File: src/rtl/spi_master_ctrl_pkg.sv
// Shared definitions for the SPI master sequencer: shift-register mode codes,
// controller states and the strobe-mode helper.
package spi_master_ctrl_pkg;

  // Mode codes understood by shiftregister8, reused unchanged.
  localparam logic [1:0] MODE_HOLD  = 2'b00;
  localparam logic [1:0] MODE_RIGHT = 2'b01;
  localparam logic [1:0] MODE_LEFT  = 2'b10;
  localparam logic [1:0] MODE_PLOAD = 2'b11;

  typedef enum logic [2:0] {
    ST_IDLE,
    ST_LOAD,
    ST_LOW,
    ST_HIGH,
    ST_FINISH
  } state_t;

  function automatic logic [1:0] mode_for(input logic load, input logic shift);
    if (load) return MODE_PLOAD;
    if (shift) return MODE_LEFT;
    return MODE_HOLD;
  endfunction

endpackage

File: src/rtl/spi_sclk_divider.sv
// Half-period counter for SCLK generation: tick marks the last clk cycle of
// each SCLK half-period, tick_next predicts it one cycle ahead.
module spi_sclk_divider #(
  parameter int CLKDIV = 4
) (
  input  logic clk,
  input  logic reset_n,
  input  logic clear,
  input  logic enable,
  output logic tick,
  output logic tick_next
);

  localparam int DW = $clog2(CLKDIV + 1);
  localparam logic [DW-1:0] LAST = DW'(CLKDIV - 1);

  logic [DW-1:0] divcnt;
  logic [DW-1:0] divcnt_nxt;

  always_comb begin
    divcnt_nxt = divcnt;
    if (clear) begin
      divcnt_nxt = '0;
    end else if (enable) begin
      divcnt_nxt = (divcnt == LAST) ? '0 : divcnt + 1'b1;
    end
  end

  always_ff @(posedge clk or negedge reset_n) begin
    if (!reset_n) begin
      divcnt <= '0;
    end else begin
      divcnt <= divcnt_nxt;
    end
  end

  assign tick      = enable && (divcnt == LAST);
  assign tick_next = (divcnt_nxt == LAST);

endmodule

File: src/rtl/spi_master_ctrl.sv
// SPI mode-0 master sequencer driving an external shiftregister8: loads the
// word, toggles SCLK/CS_N, strobes one left shift per bit, returns rxData.
module spi_master_ctrl
  import spi_master_ctrl_pkg::*;
#(
  parameter int WIDTH  = 8,
  parameter int CLKDIV = 4
) (
  input  logic             clk,
  input  logic             reset_n,
  input  logic             start,
  input  logic [WIDTH-1:0] txData,
  output logic             busy,
  output logic             done,
  output logic [WIDTH-1:0] rxData,
  output logic             sclk,
  output logic             cs_n,
  output logic             mosi,
  input  logic             miso,
  output logic [1:0]       srMode,
  output logic             srSerialClkposedge,
  output logic [WIDTH-1:0] srParallelIn,
  output logic             srSerialIn,
  input  logic [WIDTH-1:0] srParallelOut,
  input  logic             srSerialOut,
  output state_t           dbg_state
);

  // Host handshake: start is taken only while busy=0 (IDLE); busy stays high
  // until the transfer ends, then done pulses once and rxData is valid.
  localparam int BW = $clog2(WIDTH + 1);
  localparam logic [BW-1:0] LAST_BIT = BW'(WIDTH - 1);

  state_t           state, state_nxt;
  logic [BW-1:0]    bitcnt, bitcnt_nxt;
  logic             busy_nxt, done_nxt, sclk_nxt, cs_n_nxt;
  logic             strobe_nxt, serial_in_nxt, shift_nxt;
  logic [1:0]       mode_nxt;
  logic [WIDTH-1:0] rx_nxt, par_in_nxt;
  logic             div_tick, div_tick_next;

  spi_sclk_divider #(
    .CLKDIV(CLKDIV)
  ) u_div (
    .clk      (clk),
    .reset_n  (reset_n),
    .clear    (state == ST_LOAD),
    .enable   ((state == ST_LOW) || (state == ST_HIGH)),
    .tick     (div_tick),
    .tick_next(div_tick_next)
  );

  always_ff @(posedge clk or negedge reset_n) begin
    if (!reset_n) begin
      state <= ST_IDLE;
    end else begin
      state <= state_nxt;
    end
  end

  always_comb begin
    state_nxt     = state;
    bitcnt_nxt    = bitcnt;
    sclk_nxt      = sclk;
    cs_n_nxt      = cs_n;
    serial_in_nxt = srSerialIn;
    rx_nxt        = rxData;
    par_in_nxt    = srParallelIn;
    done_nxt      = 1'b0;
    case (state)
      ST_IDLE: begin
        if (start) begin
          state_nxt  = ST_LOAD;
          par_in_nxt = txData;
          cs_n_nxt   = 1'b0;
        end
      end
      ST_LOAD: begin
        state_nxt  = ST_LOW;
        bitcnt_nxt = '0;
      end
      ST_LOW: begin
        if (div_tick) begin
          state_nxt     = ST_HIGH;
          sclk_nxt      = 1'b1;
          serial_in_nxt = miso;
        end
      end
      ST_HIGH: begin
        if (div_tick) begin
          sclk_nxt = 1'b0;
          if (bitcnt == LAST_BIT) begin
            state_nxt = ST_FINISH;
            cs_n_nxt  = 1'b1;
          end else begin
            state_nxt  = ST_LOW;
            bitcnt_nxt = bitcnt + 1'b1;
          end
        end
      end
      ST_FINISH: begin
        state_nxt = ST_IDLE;
        done_nxt  = 1'b1;
        rx_nxt    = srParallelOut;
      end
      default: state_nxt = ST_IDLE;
    endcase
    // The shift strobe is registered during the last HIGH cycle so the
    // register moves on the very edge where sclk falls.
    shift_nxt  = (state_nxt == ST_HIGH) && div_tick_next;
    busy_nxt   = (state_nxt != ST_IDLE);
    strobe_nxt = (state_nxt == ST_LOAD) || shift_nxt;
    mode_nxt   = mode_for(state_nxt == ST_LOAD, shift_nxt);
  end

  always_ff @(posedge clk or negedge reset_n) begin
    if (!reset_n) begin
      bitcnt             <= '0;
      busy               <= 1'b0;
      done               <= 1'b0;
      rxData             <= '0;
      sclk               <= 1'b0;
      cs_n               <= 1'b1;
      srMode             <= MODE_HOLD;
      srSerialClkposedge <= 1'b0;
      srParallelIn       <= '0;
      srSerialIn         <= 1'b0;
    end else begin
      bitcnt             <= bitcnt_nxt;
      busy               <= busy_nxt;
      done               <= done_nxt;
      rxData             <= rx_nxt;
      sclk               <= sclk_nxt;
      cs_n               <= cs_n_nxt;
      srMode             <= mode_nxt;
      srSerialClkposedge <= strobe_nxt;
      srParallelIn       <= par_in_nxt;
      srSerialIn         <= serial_in_nxt;
    end
  end

  assign mosi      = ~cs_n & srSerialOut;
  assign dbg_state = state;

endmodule
File: config.mk
export PLATFORM = sky130hd
export DESIGN_NAME = spi_master_ctrl
export DESIGN_NICKNAME = d
export VERILOG_FILES = /design/src/rtl/spi_master_ctrl_pkg.sv /design/src/rtl/spi_sclk_divider.sv /design/src/rtl/spi_master_ctrl.sv
export SDC_FILE = /design/constraint.sdc
export NUM_CORES = 1
export LEC_CHECK = 0
export BUFFER_PORTS_ARGS = -buffer_cell sky130_fd_sc_hd__buf_2
export CORE_MARGIN = 2
export CORE_UTILIZATION = 49
export CTS_BUF_LIST = sky130_fd_sc_hd__clkbuf_8 sky130_fd_sc_hd__clkbuf_16
export DETAILED_ROUTE_END_ITERATION = 10
export GPL_TIMING_DRIVEN = 0
export PLACE_DENSITY = 0.74
export SETUP_SLACK_MARGIN = 0.5
export SKIP_LAST_GASP = 1
export SYNTH_ARGS = -nofsm -noshare
export SYNTH_HDL_FRONTEND = slang
export SYNTH_HIERARCHICAL = 1
export SYNTH_SLANG_ARGS = --single-unit
export TNS_END_PERCENT = 5
File: constraint.sdc
create_clock -name clk -period 2.9 [get_ports clk]
set_clock_uncertainty 0.2 [all_clocks]
set_input_delay 0.58 -clock clk [delete_from_list [all_inputs] [get_ports clk]]
set_output_delay 0.58 -clock clk [all_outputs]
set_load 0.005 [all_outputs]
---- Word level (Yosys, flattened, before mapping) ----
Cells that the tools add are included.
Widths: inputs -> output; s select.
storage, ports and cells
  register bits after elaboration ......... 34
  word-level logic and storage cells ...... 70
operators by class
  $add $sub $neg .......................... 2
  equal/unequal tests ..................... 14
  muxes and demuxes ....................... 26
  bitwise operators ....................... 2
  reduce and logical (&&, ||, !) cells .... 14
operators with widths
  kind                 number
  $mux 3               7
  $eq 3x2->1 const B   5
  $pmux 3 s4           1
  $mux 1               9
  $mux 2               4
  $mux 4               2
  $ne 2x2->1 const B   4
  $pmux 4 s2           1
  $eq 3x1->1 const B   2
  $reduce_and 3->1     2
  $reduce_bool 2->1    3
  $add 4x1->4 const B  1
  $eq 4x3->1 const B   1
  $pmux 1 s2           2
  $reduce_and 2->1     2
  $reduce_and 4->1     1
  $add 3x1->3 const B  1
  $eq 3x3->1 const B   1
  $logic_not 3->1      1
  $reduce_bool 3->1    1
  $logic_and 1x1->1    2
  $logic_or 1x1->1     2
  $ne 2x1->1 const B   1
  $and 1x1->1          1
  $not 1->1            1

---- Logic depth before layout (Yosys ltp) ----
Gate-level depths: netlist of run 1.
  word-level depth ........................ 11
  depth in mapped cells ................... 7
  depth with buffers taken out ............ 6

---- By module ----
The synthesis of run 1 kept the hierarchy.
modules (own cells, without submodules)
  module            instances  cells an instance  area an instance (µm²)  seq. area each (µm²)
  spi_master_ctrl   1          99                 1322.5                  752.0
  spi_sclk_divider  1          17                 166.4                   75.1

---- Least setup slack after synthesis of run 1 ----
OpenSTA, ideal clock, no wires.
  kind .................................... register to register
  from .................................... register state[2], in the netlist dbg_state[2]
  to ...................................... register srMode[1]
  data arrival time ....................... 1.548 ns
  data required time ...................... 2.634 ns
  setup slack ............................. 1.086 ns
  stages on the path, launching flop included .. 8
  clock period less this slack ............ 1.814 ns
  path through ............................ dfrtp_1 -> and2b_1 -> nand2_1 -> nor2_1 -> buf_2 -> nand2_1 -> nor3b_1 -> o311a_1
between the ends
  cells in the longest elaborated chain, start to end .. 11
RTL lines
  element                    line                                          RTL
  start, declared            spi_master_ctrl.sv:34                         state_t state, state_nxt;
  start signal, assigned     spi_master_ctrl.sv:57                         state <= state_nxt;
  $eq 3x2->1                 spi_master_ctrl.sv:48                         .enable ((state == ST_LOW) || (state == ST_HIGH)),
  $logic_or 1x1->1 *         spi_master_ctrl.sv:48
  $logic_and 1x1->1 *        spi_sclk_divider.sv:37                        assign tick = enable && (divcnt == LAST);
  named net div_tick         spi_master_ctrl.sv:40                         logic div_tick, div_tick_next;
  $mux 3 (on tied branches)  spi_master_ctrl.sv:90, spi_master_ctrl.sv:83
  $pmux 3 s4 *               spi_master_ctrl.sv:70                         case (state)
  $eq 3x2->1                 spi_master_ctrl.sv:110                        shift_nxt = (state_nxt == ST_HIGH) && div_tick_next;
  $logic_and 1x1->1          spi_master_ctrl.sv:110
  $mux 1 (2 in a row)        spi_master_ctrl_pkg.sv:21                     if (shift) return MODE_LEFT;
  $mux 2                     spi_master_ctrl_pkg.sv:22                     return MODE_HOLD;
  $mux 2 *                   spi_master_ctrl_pkg.sv:21
  named net mode_nxt[1]      spi_master_ctrl.sv:38                         logic [1:0] mode_nxt;
  end signal, assigned       spi_master_ctrl.sv:135                        srMode <= mode_nxt;
  end, declared              spi_master_ctrl.sv:20                         output logic [1:0] srMode,
The timed path passes the listed nets; every way through them passes the cells marked *. The select of a mux whose other input is x is not followed.
A chain may end at the register's enable or synchronous reset.

---- Worst setup path in the final report of run 1 ----
Ends and elaborated chain as after synthesis.

==> impl_results.rst, run 1 <==
.. list-table::
   :header-rows: 1

   * - Metric
     - Value
   * - Upper clock frequency limit
     - roughly 460 MHz
   * - Maximum Capacitance Violations
     - 0
   * - Most common cell in the synthesized netlist
     - dfrtp_1
   * - Total of warnings raised by yosys
     - 6
   * - Maximum level of the CTS H-tree
     - 2
   * - Gates resized, CTS repair
     - 0
   * - Crit path required time
     - slightly below 3 ns
   * - Final estimated routing congestion in global placement
     - ~0.75
   * - Iteration count of the initial detailed-routing pass
     - 4
   * - Detailed placer's ending HPWL
     - 2130 um
   * - Place WS
     - between 0.8 and 0.9 ns
   * - Count of hold-fix buffers inserted at cts
     - 0
   * - Final max-slew violation count
     - 0
   * - IR drop worst, VDD
     - just over 0.0004 V
   * - Diode count
     - 0
   * - Number of enable-type register cells in the synthesized netlist
     - 0
   * - List of cells traversed by the critical path
     - and2b_1 -> nand2_1 -> nor2_1 -> buf_2 -> nand2_1 -> nor3b_1 -> o311a_1
   * - Startpoint of the lowest-slack register-to-register path
     - dbg_state[2]
   * - Seq. cell area
     - 827 um2
   * - Die extent in x
     - 59.1 um
   * - Die height
     - between 50 and 60 um
   * - I/O pin count
     - approximately 50
   * - Dominant cell type by area after synthesis
     - dfrtp_1
   * - Effective utilization at floorplan
     - 0.500
   * - Maximum fanout encountered on the critical timing path
     - 10
   * - Largest net degree at the start of global routing
     - 34
   * - Clock root buffer
     - clkbuf_8
   * - Site Rows
     - 20
   * - Average via count per standard cell
     - about 5.5
   * - TritonCTS clock tree
     - done
   * - DRT antenna net count
     - 0
   * - Number of failing setup endpoints in the final timing report
     - 0
   * - Setup total negative slack
     - 0 ns
   * - Core ar.
     - roughly 0.0030 mm2
   * - Predominant post-synthesis flop cell
     - dfrtp_1
   * - Crit path capture type
     - register
   * - Clock slew at the register clock pins of the worst setup and hold paths
     - ~0.07 ns
   * - Critical path type
     - register to register
   * - Area share of the leading cell type in the synthesized netlist
     - 0.538
   * - Relative slew margins
     - 0.530
   * - Global route total overflow
     - 0
   * - Syn_nets
     - 139
   * - Antenna violations before repair
     - 0
   * - Share of the clock period used by the worst path
     - 0.745
   * - Number of hold violations in the final report
     - 0
   * - WL/cell
     - roughly 15 um
   * - Full die area
     - around 0.0035 mm2
   * - Slew at the pin with the worst max-slew slack
     - approximately 0.7 ns
   * - Arrival time at the worst endpoint
     - between 2 and 2.5 ns
   * - Number of violations reported at the end of detailed-routing iteration 0
     - 23
   * - Kind of launch point of the worst setup path
     - register
   * - Hold crit path type
     - primary input to asynchronous set/reset pin
   * - Result of the run
     - finished, final reports clean
   * - Growth of design area from synthesis to finish
     - 24.7%
   * - Setup repair after global routing missed its margin
     - false
   * - Overall power
     - roughly 1.6 mW
   * - Global router's overall resource usage
     - 0.190
   * - Async S/R FF share, synth
     - 1.00
   * - Clock tree sinks
     - 33
   * - Insertion delay to the later sink of the worst-skew pair
     - ~0.27 ns
   * - Most used cell along the critical path
     - nand2_1
   * - Vias in the first global route
     - between 1000 and 1500
   * - Final period demand of the worst path
     - 2.16 ns
   * - Detailed Route WL
     - approximately 3000 um
   * - Netlist cell types
     - 35
   * - Vias after detailed routing
     - 1130
   * - Number of buffers on the longest clock path
     - 2
   * - Maximum single-stage delay on the critical path
     - 0.47 ns
   * - Total CTS buffers
     - 5
   * - Fraction of layout cells with a size suffix above 1
     - 0.480
   * - Number of fill cells in the layout
     - approximately 240
   * - Worst Slack Setup Final
     - roughly 0.74 ns
   * - Synthesized area per cell
     - 12.8 um2
   * - Synth top cells by count
     - dfrtp_1, mux2_2, mux2_4, nor2_1, nand2_1
   * - Launching element of the worst setup path
     - dbg_state[2]
   * - Post-Synthesis Cells
     - roughly 120
   * - Cell area after synthesis
     - 0.00149 mm2
   * - Power Density
     - between 800 and 900 mW/mm2
   * - Count of input and output buffers
     - 48
   * - First-pass GRT wire length
     - roughly 4900 um
   * - Nets
     - 194
   * - Crit path max-delay cell type
     - dfrtp_1
   * - Flip-flop and latch count after synthesis
     - 33
   * - DRC violations left
     - 0
   * - Ranking of synthesized cells by area
     - dfrtp_1, mux2_4, mux2_2
   * - Multi-input gate area
     - between 600 and 700 um2
   * - Cell leakage power
     - between 0.9 and 1 nW
   * - Number of buffers added for setup after CTS
     - 0
   * - Proportion of synthesized chip area in sequential cells
     - 0.555
==> routing by layer <==
| metal | global-route usage | share of wire | up-vias |
|---|---|---|---|
| met5 | 0 | 0 | - |
| met1 | 0.224 | 0.40 | 569 |
| met3 | 0.0480 | 0.048 | 6 |
| met4 | 0.0812 | 0.018 | 0 |
| li1 | - | - | 517 |
| met2 | 0.327 | 0.53 | 38 |
==> path summary, 6_finish.rpt <==
path                       cells past startpoint   endpoint  slack, ns
max in group asynchronous                      1  rxData[4]       1.90
hold reg to reg                                1       sclk       0.28
hold / removal                                 1       sclk       0.15
setup reg to reg                               7  srMode[1]       0.74
min in group clk                               1       sclk       0.28
setup / recovery                               7  srMode[1]       0.74
==> cell usage in the layout, fill, tap and decap left out, types with 2 or more instances in the layout <==
master    instances
dfrtp_1          32
a21oi_1           4
nand2_1           7
mux2_4            8
ha_1              2
and3_1            2
a31oi_1           2
nor2b_1           3
a221o_1           2
and2_1            2
and2b_1           4
o22ai_1           2
buf_4             3
inv_1             3
clkbuf_8          6
buf_2            50
nor3_1            2
nor3b_1           2
nand4_1           3
mux2_2            9
nor2_1            8
==> final cells by class <==
class                           instances  share of cell area
Tap cell                               33              0.0222
Buffer                                  6              0.0236
Inverter                                2             0.00404
Multi-Input combinational cell         75               0.329
Clock inverter                          1             0.00202
Timing Repair Buffer                   48               0.129
Clock buffer                            6              0.0445
Sequential cell                        33               0.445
==> worst max-delay path: cells and delay by family, from the launching register on <==
kind / cells / cell delay (ns)
and+or+nand+nor: 5 / 0.96
DFF: 1 / 0.47
AOI/OAI and AO/OA: 1 / 0.21
buffers and inverters: 1 / 0.25
==> report_power, final <==
| part | internal (mW) | switching (mW) |
|---|---|---|
| Clock | 0.185 | 0.153 |
| Combinational | 0.325 | 0.285 |
| Sequential | 0.598 | 0.0917 |
| Total | 1.11 | 0.530 |
==> cell families (layout without fill, tap and decap cells) <==
| logic type | count (synthesis) | count (layout) | share of synthesized area |
|---|---|---|---|
| AND/OR/NAND/NOR | 41 | 41 | 0.169 |
| flip-flops | 33 | 33 | 0.555 |
| multiplexers | 19 | 19 | 0.163 |
| AO/OA/AOI/OAI | 13 | 13 | 0.0613 |
| buffers and inverters | 8 | 63 | 0.0345 |
| adder cells (fa/ha/maj) | 2 | 2 | 0.0168 |
==> registers in the layout, summed over array words and instances, names as in the netlist <==
signal and count:
rxData 8, u_div/divcnt 3, bitcnt 4, dbg_state 3, srParallelIn 8, cs_n 1
srSerialIn 1, done 1, busy 1, sclk 1, srMode 2
==> per-stage QoR <==
step	hold slack, ns	area (um2)	util	instances
after detailed placement	0.271	1770	0.595	197
after CTS	0.178	1860	0.624	204
after global routing	0.213	1860	0.624	204
after global placement	0.253	1770	0.595	197
final	0.149	1860	0.624	204
after floorplan	0.0844	1490	-	116
Note: power is estimated with default switching activity, not from simulation.
==> run 2, diff against run 1 <==
--- a/config.mk
+++ b/config.mk
@@ -5,6 +5,7 @@
 export SDC_FILE = /design/constraint.sdc
 export NUM_CORES = 1
 export LEC_CHECK = 0
+export ABC_AREA = 1
 export BUFFER_PORTS_ARGS = -buffer_cell sky130_fd_sc_hd__buf_2
 export CORE_MARGIN = 2
 export CORE_UTILIZATION = 49
==> constraint.sdc (replaced) <==
create_clock -name clk -period 2.19 [get_ports clk]
set_clock_uncertainty 0.2 [all_clocks]
set_input_delay 0.438 -clock clk [delete_from_list [all_inputs] [get_ports clk]]
set_output_delay 0.438 -clock clk [all_outputs]
set_load 0.005 [all_outputs]
==> run 2 against run 1 <==
Compared with the run above:
- the flow now finishes with violations (negative hold slack)
- cell count increased by 31%
- non-clock buffer count up 1
- setup slack worse by 0.18 ns
- routed wire length increased by 6.0%
- synthesized cell count up 53%
- power is 32% lower
- critical path type is now register to output pin
- largest power group unchanged
- highest routed layer unchanged
==> impl_results.rst, run 2 <==
.. list-table::
   :header-rows: 1

   * - Metric
     - Value
   * - Clock slew at the register clock pins of the worst setup and hold paths
     - ~0.060 ns
   * - Dominant cell type by area after synthesis
     - dfrtp_1
   * - Synthesized area per cell
     - 8.35 um2
   * - Maximum fanout encountered on the critical timing path
     - 5
   * - Fraction of layout cells with a size suffix above 1
     - 0.363
   * - Netlist cell types
     - 23
   * - Antenna violations before repair
     - 0
   * - Number of enable-type register cells in the synthesized netlist
     - 0
   * - Top Family by Delay on Critical Path
     - flip-flops
   * - Worst path bufs/invs
     - 2
   * - List of cells traversed by the critical path
     - buf_4 -> buf_2
   * - Ranking of synthesized cells by area
     - dfrtp_1, nand2_1, inv_1
   * - Maximum Capacitance Violations
     - 0
   * - Portion of total power attributed to combinational logic
     - 0.027
   * - IR drop worst, VDD
     - 0.000436 V
   * - Upper clock frequency limit
     - 615 MHz
   * - Setup repair after global routing missed its margin
     - false
   * - Die extent in x
     - roughly 60 um
   * - Async S/R FF share, synth
     - 1.00
   * - Critical path type
     - register to output pin
   * - Global route total overflow
     - 0
   * - Number of failing setup endpoints in the final timing report
     - 0
   * - Total CTS buffers
     - 5
   * - I/O pin count
     - 49
   * - Cell total after placement
     - around 260
   * - Number of violations reported at the end of detailed-routing iteration 0
     - 49
   * - TritonCTS clock tree
     - done
   * - Result of the run
     - finished, violations left
   * - Startpoint of the lowest-slack register-to-register path
     - u_div/divcnt[0]
   * - Average via count per standard cell
     - 4.95
   * - Maximum single-stage delay on the critical path
     - 0.41 ns
   * - Violated checks
     - negative hold slack
   * - Crit path max-delay cell type
     - dfrtp_2
   * - Number of buffers on the longest clock path
     - 2
   * - End of the worst register-to-register path
     - bitcnt[1]
   * - Effective utilization at floorplan
     - 0.527
   * - Cell leakage power
     - around 1.1 nW
   * - Maximum level of the CTS H-tree
     - 2
   * - Hold crit path type
     - primary input to asynchronous set/reset pin
   * - Largest net degree at the start of global routing
     - 34
   * - Number of hold violations in the final report
     - 4
   * - Predominant post-synthesis flop cell
     - dfrtp_1
   * - Global router's overall resource usage
     - 0.200
   * - Detailed placer's ending HPWL
     - 2310 um
   * - Total of warnings raised by yosys
     - 6
   * - Final estimated routing congestion in global placement
     - slightly above 0.8
   * - Count of input and output buffers
     - 48
   * - Count of hold-fix buffers inserted at cts
     - 0
   * - Registers with the most flip-flops
     - rxData: 8 flops, srParallelIn: 8 flops, bitcnt: 4 flops
   * - Proportion of synthesized chip area in sequential cells
     - 0.560
   * - Core ar.
     - between 0.002 and 0.003 mm2
   * - Site Rows
     - 19
   * - Final instance count without filler cells
     - roughly 270
   * - Growth of design area from synthesis to finish
     - 28.4%
   * - Diode count
     - 0
   * - Relative slew margins
     - 0.532
   * - DRC violations left
     - 0
   * - Most common cell in the synthesized netlist
     - nand2_1
   * - Area share of the leading cell type in the synthesized netlist
     - 0.542
   * - Slew at the pin with the worst max-slew slack
     - around 0.7 ns
   * - Crit path capture type
     - output pin
   * - Path depth of the worst reg2reg path
     - 8
   * - Switching power
     - approximately 0.23 mW
   * - Clock root buffer
     - clkbuf_8
   * - Commonest non-fill, non-tap cell in the layout
     - nand2_1
   * - Setup slack on the worst flop-to-flop path
     - 0.59 ns
   * - Arrival time at the worst endpoint
     - around 0.99 ns
   * - Nets
     - 260
   * - Clk network pwr share
     - 0.420
   * - Post-Synthesis Cells
     - roughly 180
   * - Kind of launch point of the worst setup path
     - register
   * - Post-Route Hold Slack
     - -0.00210 ns
   * - Sw frac
     - 0.211
   * - Final period demand of the worst path
     - roughly 1.6 ns
   * - Vias after detailed routing
     - around 1300
   * - DRT antenna net count
     - 0
   * - Relative contribution of sequential cells to total power
     - 0.553
   * - Top library cells by usage in the layout, fill and taps aside
     - nand2_1, buf_2, dfrtp_1
   * - Flip-flop and latch count after synthesis
     - 33
   * - Vias in the first global route
     - 1255
   * - Detailed Route WL
     - 3140 um
   * - Iteration count of the initial detailed-routing pass
     - 4
   * - Die height
     - 58.9 um
   * - Clock tree sinks
     - 33
   * - Cell area after synthesis
     - approximately 0.0015 mm2
   * - Syn_nets
     - 200
   * - Insertion delay to the later sink of the worst-skew pair
     - 0.28 ns
   * - Launching element of the worst setup path
     - dbg_state[1]
   * - Final max-slew violation count
     - 0
   * - Share of the clock period used by the worst path
     - 0.742
   * - Synth top cells by count
     - nand2_1, dfrtp_1, inv_1, nor2_1, nand3_1
   * - Total internal power
     - roughly 0.87 mW
   * - Power Density
     - 583 mW/mm2
   * - Full die area
     - about 0.0035 mm2
   * - Crit path required time
     - between 1.5 and 2 ns
   * - WL/cell
     - about 12 um
   * - First-pass GRT wire length
     - around 5000 um
   * - Setup total negative slack
     - 0 ns
-- run 2: cell types whose count changed after synthesis, sizes merged, moves of 5 or more --
cell	before	now
nor2	9	14
inv	2	17
nand2	7	88
mux2	18	0
nand3	0	12
-- run 2: power by group through the flow --
stage / registers [mW] / logic [mW] / clock network (mW)
after CTS: 0.611 / 0.0313 / 0.475
after floorplan: 0.623 / 0.00108 / 0
after global placement: 0.622 / 0.0302 / 0
after detailed placement: 0.622 / 0.0312 / 0
final: 0.611 / 0.0302 / 0.465
after global routing: 0.611 / 0.0351 / 0.497
-- run 2: layout make-up --
type | count | area (um2)
Multi-Input combinational cell | 124 | 581
Clock inverter | 1 | 7.51
Fill cell | 236 | 908
Clock buffer | 6 | 82.6
Sequential cell | 33 | 830
Timing Repair Buffer | 53 | 278
Buffer | 2 | 12.5
Inverter | 18 | 67.6
Tap cell | 31 | 38.8
-- run 2: metrics by stage --
stage	setup slack [ns]	area [um2]	total power [mW]	hold slack (ns)	utilization
after floorplan	0.555	1480	0.624	-0.0576	-
after global placement	0.387	1760	0.653	0.258	0.627
after detailed placement	0.309	1760	0.653	0.260	0.627
after CTS	0.550	1870	1.12	0.0155	0.667
after global routing	0.498	1900	1.14	0.0493	0.676
final	0.565	1900	1.11	-0.00210	0.676
-- run 2: logic make-up (layout without fill, tap and decap cells) --
kind of cell	Yosys count	after routing	synth area share
AND/OR/NAND/NOR	118	118	0.353
flip-flops	33	33	0.560
buffers and inverters	20	80	0.0542
AO/OA/AOI/OAI	4	4	0.0161
adder cells (fa/ha/maj)	2	2	0.0169
-- run 2: worst max path at each step --
stage,endpoint,slack (ns),depth (start not counted)
2_1_floorplan,busy,0.55,9
3_3_place_gp,busy,0.39,9
3_5_place_dp,busy,0.31,9
4_1_cts,busy,0.55,8
5_1_grt,busy,0.50,7
6_report,dbg_state[1],0.56,2
-- run 2: metal layers --
metal | share of wire | global-route usage | vias up | wire length, um
met2 | 0.51 | 0.338 | 38 | 1610
met1 | 0.41 | 0.224 | 622 | 1300
li1 | - | - | 658 | -
met4 | 0.021 | 0.123 | 0 | 67
met3 | 0.053 | 0.0527 | 8 | 166
met5 | 0 | 0 | - | 0
-- run 2: repair_timing --
action | in CTS | in global routing
pin swaps | 1 | 1
endpoints found under the setup margin | 11 | 2
resized for setup | 3 | 2
setup buffers | 2 | 3
-- run 2: worst register-to-register path, delay by kind of cell, from the launching register on --
| family | cells | cell delay (ns) |
|---|---|---|
| fa+ha+maj | 1 | 0.20 |
| buf+inv | 3 | 0.35 |
| flops | 1 | 0.40 |
| simple gates | 4 | 0.34 |
